[config.mk]
export PLATFORM = sky130hd
export DESIGN_NAME = pc_redirect_unit
export DESIGN_NICKNAME = d
export VERILOG_FILES = /design/src/rtl/pc_redirect_unit_pkg.sv /design/src/rtl/pc_redirect_unit_sat_counter.sv /design/src/rtl/pc_redirect_unit.sv
export SDC_FILE = /design/constraint.sdc
export NUM_CORES = 1
export LEC_CHECK = 0
export ABC_AREA = 1
export ABC_CLOCK_PERIOD_IN_PS = 2450
export CORE_MARGIN = 3
export CORE_UTILIZATION = 35
export CTS_CLUSTER_DIAMETER = 80
export CTS_CLUSTER_SIZE = 16
export DETAILED_ROUTE_END_ITERATION = 12
export SKIP_CTS_REPAIR_TIMING = 1
export SYNTH_ARGS = -nofsm -noshare
export SYNTH_HDL_FRONTEND = slang
export SYNTH_SLANG_ARGS = --single-unit
[constraint.sdc]
create_clock -name CLK -period 2.45 [get_ports CLK]
set_input_delay 0.245 -clock CLK [delete_from_list [all_inputs] [get_ports CLK]]
set_output_delay 0.245 -clock CLK [all_outputs]
set_load 0.1 [all_outputs]
[src/rtl/pc_redirect_unit_pkg.sv]
// Shared definitions for the fetch-side PC redirect unit:
// state encodings, instruction size and default reset parameters.
package pc_redirect_unit_pkg;

   // Default datapath width and boot address used when the top is not overridden
   localparam int          DEFAULT_XLEN         = 32;
   localparam logic [31:0] DEFAULT_RESET_VECTOR = 32'h0000_0000;

   // Every instruction occupies one 32-bit word, so sequential fetch steps by 4
   localparam int          INSTR_BYTES          = 4;

   // Fetch FSM encoding, kept as plain constants so older blocks can share them
   localparam logic [1:0]  ST_BOOT              = 2'd0;
   localparam logic [1:0]  ST_FETCH             = 2'd1;
   localparam logic [1:0]  ST_REDIRECT          = 2'd2;

endpackage : pc_redirect_unit_pkg

[src/rtl/pc_redirect_unit_sat_counter.sv]
// Saturating up-counter. Increments on INC and sticks at all-ones so a
// long-running performance counter never wraps back to a misleading small value.
module sat_counter #(
   parameter int W = 16
) (
   input  logic         CLK,
   input  logic         RST,
   input  logic         INC,
   output logic [W-1:0] CNT
);

   // Count up on INC until every bit is set, then hold
   always_ff @(posedge CLK or posedge RST) begin
      if (RST) begin
         CNT <= '0;
      end else if (INC && !(&CNT)) begin
         CNT <= CNT + W'(1);
      end
   end

endmodule : sat_counter

[src/rtl/pc_redirect_unit.sv]
// Fetch-side PC generator. Owns the PC, issues fetch requests to instruction
// memory, honours hazard stalls and steers fetch to a new target when the EX
// stage reports a taken branch. Taken redirects are counted for performance
// visibility and misaligned targets raise a one-cycle MISALIGN pulse.
module pc_redirect_unit
   import pc_redirect_unit_pkg::*;
#(
   parameter int              XLEN         = DEFAULT_XLEN,
   parameter logic [XLEN-1:0] RESET_VECTOR = XLEN'(DEFAULT_RESET_VECTOR),
   parameter int              CNT_W        = 16
) (
   input  logic             CLK,
   input  logic             RST,
   input  logic             PCSRC,
   input  logic [XLEN-1:0]  BRANCH_TARGET,
   input  logic             STALL,
   input  logic             IMEM_READY,
   output logic             IMEM_REQ,
   output logic [XLEN-1:0]  IMEM_ADDR,
   output logic [XLEN-1:0]  PC_PLUS4,
   output logic             IF_VALID,
   output logic             FLUSH,
   output logic             MISALIGN,
   output logic [CNT_W-1:0] BR_TAKEN_CNT
);

   logic [1:0]      state_q;
   logic [1:0]      state_d;
   logic [XLEN-1:0] pc_q;
   logic [XLEN-1:0] pc_d;
   logic            misalign_d;
   logic            active;
   logic            take_redirect;
   logic [XLEN-1:0] aligned_target;

   // A redirect is only honoured once fetch is running; during BOOT the
   // branch input belongs to nothing we have fetched and is ignored.
   always_comb begin
      active         = (state_q == ST_FETCH) || (state_q == ST_REDIRECT);
      take_redirect  = active && PCSRC;
      aligned_target = {BRANCH_TARGET[XLEN-1:2], 2'b00};
   end

   // Fetch-side outputs. The address is always the PC; a word is only
   // handed to IF/ID in FETCH when memory answers, nothing stalls it and no
   // older branch is about to squash it. FLUSH covers both the branch cycle
   // itself and every cycle spent waiting for the target to be accepted.
   always_comb begin
      IMEM_REQ  = (state_q != ST_BOOT);
      IMEM_ADDR = pc_q;
      PC_PLUS4  = pc_q + XLEN'(INSTR_BYTES);
      IF_VALID  = (state_q == ST_FETCH) && IMEM_READY && !STALL && !PCSRC;
      FLUSH     = (state_q == ST_REDIRECT) || take_redirect;
   end

   // Next-state and next-PC selection. A taken branch outranks a stall
   // because the stalled instruction is younger than the branch and is
   // being squashed anyway. Leaving REDIRECT does not advance the PC: the
   // target word is presented again in FETCH and delivered from there.
   always_comb begin
      state_d    = state_q;
      pc_d       = pc_q;
      misalign_d = 1'b0;
      if (take_redirect) begin
         state_d    = ST_REDIRECT;
         pc_d       = aligned_target;
         misalign_d = |BRANCH_TARGET[1:0];
      end else begin
         case (state_q)
            ST_BOOT: begin
               state_d = ST_FETCH;
            end
            ST_FETCH: begin
               if (IF_VALID) begin
                  pc_d = PC_PLUS4;
               end
            end
            ST_REDIRECT: begin
               if (IMEM_READY) begin
                  state_d = ST_FETCH;
               end
            end
            default: begin
               state_d = ST_BOOT;
               pc_d    = RESET_VECTOR;
            end
         endcase
      end
   end

   // State, PC and the misalignment pulse register. Reset drops any pending
   // target and restarts fetch from the boot address.
   always_ff @(posedge CLK or posedge RST) begin
      if (RST) begin
         state_q  <= ST_BOOT;
         pc_q     <= RESET_VECTOR;
         MISALIGN <= 1'b0;
      end else begin
         state_q  <= state_d;
         pc_q     <= pc_d;
         MISALIGN <= misalign_d;
      end
   end

   sat_counter #(
      .W   (CNT_W)
   ) u_br_taken_cnt (
      .CLK (CLK),
      .RST (RST),
      .INC (take_redirect),
      .CNT (BR_TAKEN_CNT)
   );

endmodule : pc_redirect_unit

Word level (Yosys, flattened, before mapping)
Index checks and enable logic that the tools add are counted.
W data, S select, Z words.
{"block": "totals", "regBits": 51, "elab_cells": 36, "out_inout_bits": 84, "in_bits": 37}
{"block": "op_classes", "n_eq_ne": 6, "n_mux": 7, "add_sub_neg": 2, "n_reduce_logical": 17}
{"operator": "$mux W32", "n": 2}
{"operator": "$pmux W32 S2", "n": 1}
{"operator": "$add A32 B3 Y32 const B", "n": 1}
{"operator": "$add A16 B1 Y16 const B", "n": 1}
{"operator": "$reduce_and A16 Y1", "n": 1}
{"operator": "$ne A3 B3 Y1 const B", "n": 2}
{"operator": "$pmux W2 S3", "n": 1}
{"operator": "$logic_and A1 B1 Y1", "n": 5}
{"operator": "$mux W2", "n": 2}
{"operator": "$reduce_and A2 Y1", "n": 2}
{"operator": "$reduce_or A2 Y1", "n": 2}
{"operator": "$logic_not A1 Y1", "n": 3}
{"operator": "$eq A2 B1 Y1 const B", "n": 1}
{"operator": "$eq A2 B2 Y1 const B", "n": 1}
{"operator": "$logic_not A2 Y1", "n": 1}
{"operator": "$logic_or A1 B1 Y1", "n": 2}
{"operator": "$ne A2 B1 Y1 const B", "n": 1}
{"operator": "$ne A2 B2 Y1 const B", "n": 1}
{"operator": "$reduce_bool A2 Y1", "n": 1}
{"operator": "$mux W1", "n": 1}

Logic depth before layout (Yosys ltp)
Gate-level depths: netlist of run 1.
{"block": "depth", "word_depth": 7, "depth_mapped": 11, "depth_no_buf": 10}

By module
Synthesis of run 1 repeated with hierarchy kept, for this count alone.
{"block": "unflattened", "hier_cells": 528, "area_unflattened_um2": 3588.4}
{"module": "pc_redirect_unit", "seq_area_each_um2": 825.8, "cells_per_inst": 365, "instances": 1, "area_each_um2": 2524.9}
{"module": "sat_counter", "seq_area_each_um2": 400.4, "cells_per_inst": 163, "instances": 1, "area_each_um2": 1063.5}

Worst setup path after synthesis of run 1
No wires, ideal clock.
{"block": "synth_path", "kind": "register to register", "startpoint": "register pc_q[2] (netlist: IMEM_ADDR[2])", "endpoint": "register pc_q[9] (netlist: IMEM_ADDR[9])", "synth_period_minus_slack_ps": 3968, "path_slack_ps": -1518, "arrival_ps": 3880, "required_ps": 2362, "path_buffers": 0, "stages_incl_launch_ff": 7, "setup_ps": 88, "cell_sequence": "dfrtp_1 > inv_1 > nor2_4 > nand2_4 > xor2_1 > nand2_1 > a22oi_1"}
{"block": "synth_between", "elab_chain_len": 4}
{"element": "start: declaration", "line_no": "pc_redirect_unit.sv:29", "text": "logic [XLEN-1:0] pc_q;"}
{"element": "start signal: assignment", "line_no": "pc_redirect_unit.sv:100", "text": "pc_q <= pc_d;"}
{"element": "$add A32 B3 Y32", "line_no": "pc_redirect_unit.sv:51", "text": "PC_PLUS4 = pc_q + XLEN'(INSTR_BYTES);"}
{"element": "via PC_PLUS4[9]", "line_no": "pc_redirect_unit.sv:20", "text": "output logic [XLEN-1:0] PC_PLUS4,"}
{"element": "$mux W32", "line_no": "pc_redirect_unit.sv:74", "text": "if (IF_VALID) begin"}
{"element": "$pmux W32 S2", "line_no": "pc_redirect_unit.sv:69", "text": "case (state_q)"}
{"element": "$mux W32", "line_no": "pc_redirect_unit.sv:64", "text": "if (take_redirect) begin"}
The timed path passes the listed nets, and every way through them passes these cells. The select of a mux whose other input is x is not followed.
A chain may end at the register's enable or synchronous reset.

Final worst setup path of run 1
{"block": "layout_path", "startpoint": "register pc_q[2] (netlist: IMEM_ADDR[2])", "endpoint": "output port PC_PLUS4[18]"}
{"block": "layout_between", "elab_chain_len": 1}
{"element": "$add A32 B3 Y32", "line_no": "pc_redirect_unit.sv:51"}
{"element": "end: declaration", "line_no": "pc_redirect_unit.sv:20"}
No other way between the ends.

==> results of run 1 <==
==> stage by stage <==
| stage | TNS (ns) | setup WS (ns) | hold WS [ns] |
|---|---|---|---|
| 4_1_cts | -0.03827 | -0.02147 | 0.2854 |
| 6_report | 0 | 0.1267 | 0.2767 |
| 3_3_place_gp | 0 | 0.3605 | 0.4882 |
| 3_5_place_dp | 0 | 0.3282 | 0.4941 |
| 5_1_grt | 0 | 0.02057 | 0.3041 |
| 2_1_floorplan | -3.473 | -0.3318 | 0.3700 |
==> flip-flops by register name, summed over array words and instances, names as in the netlist <==
signal / cells
u_br_taken_cnt.CNT: 16
state_q: 2
IMEM_ADDR: 30
MISALIGN: 1
==> layer usage <==
| metal | wire length (um) | share of wire | GRT usage |
|---|---|---|---|
| met5 | 0 | 0 | 0 |
| met4 | 108 | 0.010 | 0.04440 |
| met3 | 703 | 0.066 | 0.03429 |
| met2 | 5104 | 0.48 | 0.3338 |
| met1 | 4757 | 0.45 | 0.2609 |
==> kinds of logic (layout without fill, tap and decap cells) <==
group / Yosys count / in the layout
AOI/OAI and AO/OA: 73 / 73
xor gates and xnor gates: 27 / 27
adders and majority gates: 5 / 5
buffers and inverters: 64 / 180
DFF: 49 / 49
other: 1 / 4
and+or+nand+nor: 266 / 266
==> Yosys cell counts (all sizes together) <==
cell type,n
a21oi,48
a22oi,9
a31o,1
and2,3
buf,13
clkbuf,4
conb,1
dfrtp,49
ha,5
inv,47
nand2,152
nand3,15
nand3b,8
nand4,4
nor2,76
nor3,7
o21ai,15
or2,1
xnor2,1
xor2,26
==> worst reg2reg max path, delay by kind of cell (launching register included) <==
kind            cells  cell delay [ns]
buf+inv             5             0.60
simple gates        5             0.56
flops               1             0.39
fa+ha+maj           1             0.29
compound gates      1             0.05
==> worst max-delay path by stage <==
stage,startpoint,to,depth (start not counted)
floorplan,IMEM_ADDR[2],IMEM_ADDR[5],5
global placement,IMEM_ADDR[2],PC_PLUS4[22],8
detailed placement,IMEM_ADDR[2],PC_PLUS4[26],8
CTS,IMEM_ADDR[2],PC_PLUS4[26],8
global route,IMEM_ADDR[2],PC_PLUS4[18],8
finish,IMEM_ADDR[2],PC_PLUS4[18],8
==> cell type report <==
class                      count  area (um^2)
tap                          129        161.4
multi-input combinational    375         2330
clock buffer                   5        68.82
fill                         879         4020
sequential                    49         1252
inverter                      47        182.7
timing repair buffer         125         1379
clock inverter                 3        65.06
==> results.md, run 1 <==
- Clock Skew: 0.01202 ns
- Num rows: 35
- Number of global-route vias before repair: between 3000 and 4000
- CP dominant cell by count: nor2_4
- Clk Latency, worst-skew pair: between 0.3 and 0.4 ns
- WP data required: 2.20 ns
- Largest net degree at the start of global routing: 31
- Routed via count: 3503
- Initial core utilization: 0.3681
- Average wire per standard cell: 14.56 um
- I/O pins: 121
- Layout Cells excl Fill: approximately 730
- Share of layout cells above drive strength 1: 0.3146
- CTS tree: done
- Most frequent cells in the layout: 125 x nand2_1, 61 x nor2_1, 61 x buf_4
- Reg-to-reg startpoint: state_q[0]
- H-tree depth: 2
- #FFs+latches synth: 49
- Period utilisation layout: 0.9483
- Synth Area in Adders: 0.01797
- Min Tclk post-route: between 2 and 2.5 ns
- Post-Route WL: between 10 and 15 mm
- Design Area, Final: 0.005439 mm^2
- GP Congestion: 0.8886
- Clock Sink Count: just under 50
- Area grow syn2layout: 56.20%
- Clock transition at path regs: 0.09 ns
- Post-synthesis instance total: around 490
- Commonest non-fill, non-tap cell in the layout: nand2_1
- Largest area contributor in the netlist: dfrtp_1
- ANT nets after route: 0
- DR iter-0 viols: 135
- Height of the die: 105.7 um
- Core Util, Final: 0.5750
- Min-delay worst type: in -> async
- Ys Warns: 0
- Unrepaired setup endpoints after global routing: false
- Pre-antenna DRT Iters: 4
- Worst EP arrival: approximately 2.1 ns
- Max-Cap Viols: 0
- Mean post-synth cell area: 7.180 um^2
- First-pass GRT wire length: roughly 18 mm
- Mapped Area: 0.003482 mm^2
- Vias per cell: 4.779
- Root Driver: clkbuf_8
- Reg-to-reg endpoint: IMEM_ADDR[16]
- Inserted Clock Buffers: 5
- Number of antenna violations at the first check in global routing: 0
- Crit path max-delay family: simple AND/OR/NAND/NOR gates
- Buffers on Ports: 116
- Die ar.: 0.01118 mm^2
- Mux cell area share after synthesis: 0
- Synth Area in XOR/XNOR: 0.08085
- Unique masters post-synth: 34
- Slowest stage delay, CP: 0.46 ns
- DP Area: 0.005288 mm^2
- CP Class: reg -> out
- Longest Clk Path Bufs: 2
- Reg-to-reg slack, setup: 0.47 ns
- Largest family of logic cells by synthesized area: simple AND/OR/NAND/NOR gates
- Die width: 105.7 um
- Cell total after placement: around 720
- Ant diodes: 0
- Share of the synthesized area in the top cell type: 0.3521
- Hpwl dp: 8.228 mm
- Final-stage net count: around 650
- Grt ovf: 0
- Core Footprint: roughly 0.0095 mm^2
- Global-route usage over all layers: 0.1963
- Area contributors post-synth: dfrtp_1 35%, nand2_1 15%, a21oi_1 6.9%, nor2_1 6.6%, xor2_1 5.0%
- Fmax: 430.4 MHz
- Startpoint Class: register
- CP Capture Type: primary output
- CP max FO: 5
- Post-synthesis compound-gate area fraction: 0.1179
- Post-synthesis simple-gate area fraction: 0.3507
- DRC: 0
- Final setup violation count: 0
- Reg2Reg Depth: 12
- Worst path cell trace: ha_2 -> nand2_1 -> nor2_4 -> nand2_4 -> nor2_4 -> buf_4 -> xor2_4 -> buf_12
- Max-slew violation count: 0
- Final hold violations: 0
- Register area share after synthesis: 0.3521
- Crit path buffers/inverters: 2
- Crit-path slowest cell: dfrtp_4
- Outcome: finished, final reports clean
Power of run 1 is not shown: default switching activity piles up to over one toggle a cycle in this logic, so the estimate is an artifact.
==> run 2: changes to the inputs <==
--- a/config.mk
+++ b/config.mk
@@ -8,10 +8,11 @@
 export ABC_AREA = 1
 export ABC_CLOCK_PERIOD_IN_PS = 2450
 export CORE_MARGIN = 3
-export CORE_UTILIZATION = 35
+export CORE_UTILIZATION = 46
 export CTS_CLUSTER_DIAMETER = 80
 export CTS_CLUSTER_SIZE = 16
 export DETAILED_ROUTE_END_ITERATION = 12
+export PLACE_DENSITY = 0.81
 export SKIP_CTS_REPAIR_TIMING = 1
 export SYNTH_ARGS = -nofsm -noshare
 export SYNTH_HDL_FRONTEND = slang
==> results.md, run 2 (synthesis results as in run 1) <==
- Initial core utilization: 0.4775
- Grt ovf: 0
- Area grow syn2layout: 53.47%
- Design Area, Final: 0.005344 mm^2
- Share of layout cells above drive strength 1: 0.3118
- Num rows: 31
- Cell total after placement: a little under 700
- Worst EP arrival: 2.10 ns
- DR iter-0 viols: approximately 150
- Outcome: finished, final reports clean
- Met3 Use GR: 0.03942
- Area occupied by multi-input gates: around 0.0023 mm^2
- Clk Latency, worst-skew pair: 0.32 ns
- CTS tree: done
- Final-stage net count: 644
- Max FFs per register: 30
- CP max FO: 5
- Routed via count: 3601
- Period utilisation layout: 0.9571
- Startpoint Class: register
- Inserted Clock Buffers: 5
- Global-route usage over all layers: 0.2457
- Core Footprint: ~0.0073 mm^2
- Die width: 93.01 um
- Clock Skew: roughly 0.008 ns
- CP Class: reg -> out
- DRC: 0
- Slowest stage delay, CP: 0.46 ns
- Number of global-route vias before repair: ~3500
- Max-slew violation count: 0
- Longest Clk Path Bufs: 2
- Root Driver: clkbuf_8
- Fmax: 426.5 MHz
- Fill cells: about 580
- Worst path cell trace: ha_1 -> nand2_1 -> nor2_4 -> nand2_4 -> nor2_4 -> buf_4 -> xor2_4 -> buf_12
- DP Area: between 0.005 and 0.006 mm^2
- Commonest non-fill, non-tap cell in the layout: nand2_1
- CP dominant cell by count: nor2_4
- Crit path max-delay family: simple AND/OR/NAND/NOR gates
- Ant diodes: 0
- Seq. cell area: approximately 0.0013 mm^2
- Met1 usage in global routing: 0.2966
- Global routing's busiest layer: met2
- Clock transition at path regs: about 0.10 ns
- Hpwl dp: 8.025 mm
- CP Capture Type: primary output
- Clock Sink Count: between 40 and 50
- Crit-path slowest cell: dfrtp_4
- WP data required: 2.20 ns
- ANT nets after route: 0
- Average wire per standard cell: 14.69 um
- Layout Cells excl Fill: ~700
- Height of the die: 93.01 um
- Max_slew headroom: 0.6324
- Post-Route WL: 10.31 mm
- First-pass GRT wire length: 17.04 mm
- Buffers on Ports: 116
- Pre-antenna DRT Iters: 4
- Final hold violations: 0
- H-tree depth: 2
- Vias per cell: 5.130
- Worst slew pin tran: 0.5505 ns
- Max-Cap Viols: 0
- Die ar.: 0.008650 mm^2
- Final hold slack: roughly 0.29 ns
- Largest net degree at the start of global routing: 33
- Grt met2 use: 0.4541
- Min-delay worst type: in -> async
- Most frequent cells in the layout: 125 x nand2_1, 61 x nor2_1, 61 x buf_4
- Crit path buffers/inverters: 2
- Setup TNS: 0 ns
- GP Congestion: around 0.83
- Unrepaired setup endpoints after global routing: false
- Final setup violation count: 0
- Min Tclk post-route: 2.345 ns
- Number of antenna violations at the first check in global routing: 0
- I/O pins: 121
run 2: routing by layer:
metal  routed length, um  share of wire
met1                4018           0.39
met4                 160          0.016
met2                5509           0.53
met3                 623          0.060
met5                   0              0
run 2: metrics by stage:
step           setup slack [ns]  utilization
2_1_floorplan           -0.3318            -
3_3_place_gp             0.3868       0.7172
3_5_place_dp             0.3231       0.7172
4_1_cts                -0.03446       0.7301
5_1_grt                0.003912       0.7328
6_report                 0.1051       0.7328
run 2: path summary, 6_finish.rpt:
path | start | endpoint | slack, ns | cells past startpoint
worst max register to register | state_q[0] | u_br_taken_cnt.CNT[6] | 0.46 | 10
worst min register to register | state_q[1] | state_q[1] | 0.52 | 2
worst min-delay path | RST | IMEM_ADDR[3] | 0.29 | 2
worst max-delay path | IMEM_ADDR[2] | PC_PLUS4[18] | 0.11 | 8
max in group asynchronous | RST | IMEM_ADDR[26] | 1.62 | 3
min in group CLK | BRANCH_TARGET[0] | MISALIGN | 0.47 | 3
run 2: area by class of cell:
| cell class | count | area share |
|---|---|---|
| Clock buffer | 5 | 0.01288 |
| Clock inverter | 3 | 0.004683 |
| Inverter | 47 | 0.03418 |
| Multi-Input combinational cell | 375 | 0.4364 |
| Sequential cell | 49 | 0.2344 |
| Tap cell | 99 | 0.02318 |
| Timing Repair Buffer | 124 | 0.2543 |
run 2: worst register-to-register path, stage by stage (launching register included):
cell and delay (ns):
dfrtp_1 0.40, inv_1 0.08, ha_1 0.28, nand2_1 0.12, inv_2 0.10, buf_4 0.35, nand2_4 0.16, nor2_1 0.21
nand2_1 0.08, nand2_1 0.06, nand2_1 0.06
Power of run 2 is left out for the same reason.
==> run 3: changes to the inputs <==
--- a/config.mk
+++ b/config.mk
@@ -12,8 +12,10 @@
 export CTS_CLUSTER_DIAMETER = 80
 export CTS_CLUSTER_SIZE = 16
 export DETAILED_ROUTE_END_ITERATION = 12
+export GPL_TIMING_DRIVEN = 0
 export PLACE_DENSITY = 0.81
 export SKIP_CTS_REPAIR_TIMING = 1
+export SLEW_MARGIN = 5
 export SYNTH_ARGS = -nofsm -noshare
 export SYNTH_HDL_FRONTEND = slang
 export SYNTH_SLANG_ARGS = --single-unit
==> results.md, run 3 (synthesis results as in run 1) <==
- Outcome: finished, final reports clean
- Core Util, Final: 0.7225
- DR top layer: met4
- Unrepaired setup endpoints after global routing: true
- Max_slew headroom: 0.3265
- Vias per cell: 5.101
- Pre-CTS setup slack: -0.6172 ns
- Final worst slack: approximately 0.085 ns
- Critical path endpoint: PC_PLUS4[26]
- WP data required: 2.20 ns
- Largest net degree at the start of global routing: 34
- Routed via count: between 3000 and 4000
- Grt ovf: 0
- Global-route usage over all layers: 0.2548
- Die width: ~93 um
- Most frequent cells in the layout: 124 x nand2_1, 84 x clkdlybuf4s50_1, 61 x nor2_1
- Share of layout cells above drive strength 1: 0.2345
- First-pass GRT wire length: 17.66 mm
- Met2 wire length: 5.572 mm
- DR iter-0 viols: 171
- Min-delay worst type: in -> async
- Buffers on Ports: 116
- Final setup violation count: 0
- Area grow syn2layout: 51.31%
- Height of the die: 93.01 um
- Reg-to-reg startpoint: state_q[0]
- CP max FO: 5
- Die ar.: 0.008650 mm^2
- Root Driver: clkbuf_8
- Reg-to-reg endpoint: IMEM_ADDR[2]
- CP startpoint: IMEM_ADDR[2]
- Average wire per standard cell: 14.91 um
- CTS tree: done
- Number of antenna violations at the first check in global routing: 0
- Met3 routed WL: roughly 670 um
- Reg-to-reg slack, setup: 0.43 ns
- Hpwl dp: 8.363 mm
- Min Tclk post-route: 2.365 ns
- Area occupied by multi-input gates: 0.002347 mm^2
- Ant diodes: 0
- CP Class: reg -> out
- Max FFs per register: 30
- Num rows: 31
- Final hold violations: 0
- Worst slew pin tran: just over 1 ns
- Post-Route WL: 10.63 mm
- DRC: 0
- Max-slew violation count: 0
- Clock Skew: 0.01248 ns
- H-tree depth: 2
- Worst EP arrival: ~2.1 ns
- Core Footprint: 0.007292 mm^2
- Reg2Reg Depth: 8
- Fill cells: ~610
- Clock transition at path regs: 0.10 ns
- Met1 WL: 4.287 mm
- Clk Latency, worst-skew pair: 0.31 ns
- Fmax: between 400 and 500 MHz
- Number of global-route vias before repair: about 3700
- ANT nets after route: 0
- Final hold slack: about 0.24 ns
- Pre-antenna DRT Iters: 4
- Max-Cap Viols: 0
- CP Capture Type: primary output
- I/O pins: 121
- Startpoint Class: register
- Period utilisation layout: 0.9653
- Final-stage net count: 655
- Inserted Clock Buffers: 5
- Initial core utilization: 0.4775
- GP Congestion: 0.8774
- Clock Sink Count: 49
- Seq. cell area: 0.001252 mm^2
- Commonest non-fill, non-tap cell in the layout: nand2_1
- Longest Clk Path Bufs: 2
-- run 3: cell count changes in the layout (fill, tap and decap cells not counted), moves of 2 or more --
| cell | delta |
|---|---|
| buf_4 | -53 |
| clkdlybuf4s50_1 | +48 |
| buf_12 | -25 |
| buf_2 | +10 |
| clkbuf_2 | +8 |
| buf_6 | +7 |
| clkbuf_4 | +6 |
| dlymetal6s2s_1 | +5 |
| clkbuf_1 | +3 |
| inv_6 | -2 |
-- run 3: area by class of cell --
class	count	area share
multi-input combinational	375	0.4455
sequential	49	0.2377
timing repair buffer	118	0.2180
inverter	47	0.03467
tap	99	0.02351
buffer	17	0.01876
clock buffer	5	0.01306
clock inverter	3	0.008787
-- run 3: worst max-delay path: stages (launching register included) --
cell     delay [ns]
dfrtp_4        0.47
ha_4           0.16
nand2_1        0.09
nor2_4         0.18
nand2_4        0.13
nor2_4         0.23
nand3_1        0.14
and2_2         0.24
buf_8          0.17
-- run 3: through the flow --
step	TNS, ns	cells	area (um^2)
6_report	0	713	5269
5_1_grt	-0.06069	713	5269
4_1_cts	-19.31	712	5280
3_5_place_dp	-9.262	704	5165
3_3_place_gp	-11.43	703	5145
2_1_floorplan	-3.473	488	3860
-- run 3: worst min path at each step --
stage | from | end | slack, ns | cells past startpoint
6_report | RST | IMEM_ADDR[3] | 0.24 | 2
5_1_grt | RST | IMEM_ADDR[3] | 0.26 | 2
4_1_cts | RST | IMEM_ADDR[3] | 0.25 | 2
3_5_place_dp | state_q[1] | state_q[1] | 0.49 | 2
3_3_place_gp | state_q[1] | state_q[1] | 0.49 | 2
2_1_floorplan | BRANCH_TARGET[0] | MISALIGN | 0.37 | 2
-- run 3: routing by layer --
metal / track usage / up-vias
li1: - / 1777
met1: 0.3124 / 1727
met2: 0.4637 / 122
met3: 0.04747 / 11
met4: 0.05617 / 0
met5: 0 / -
Power of run 3 is left out for the same reason.
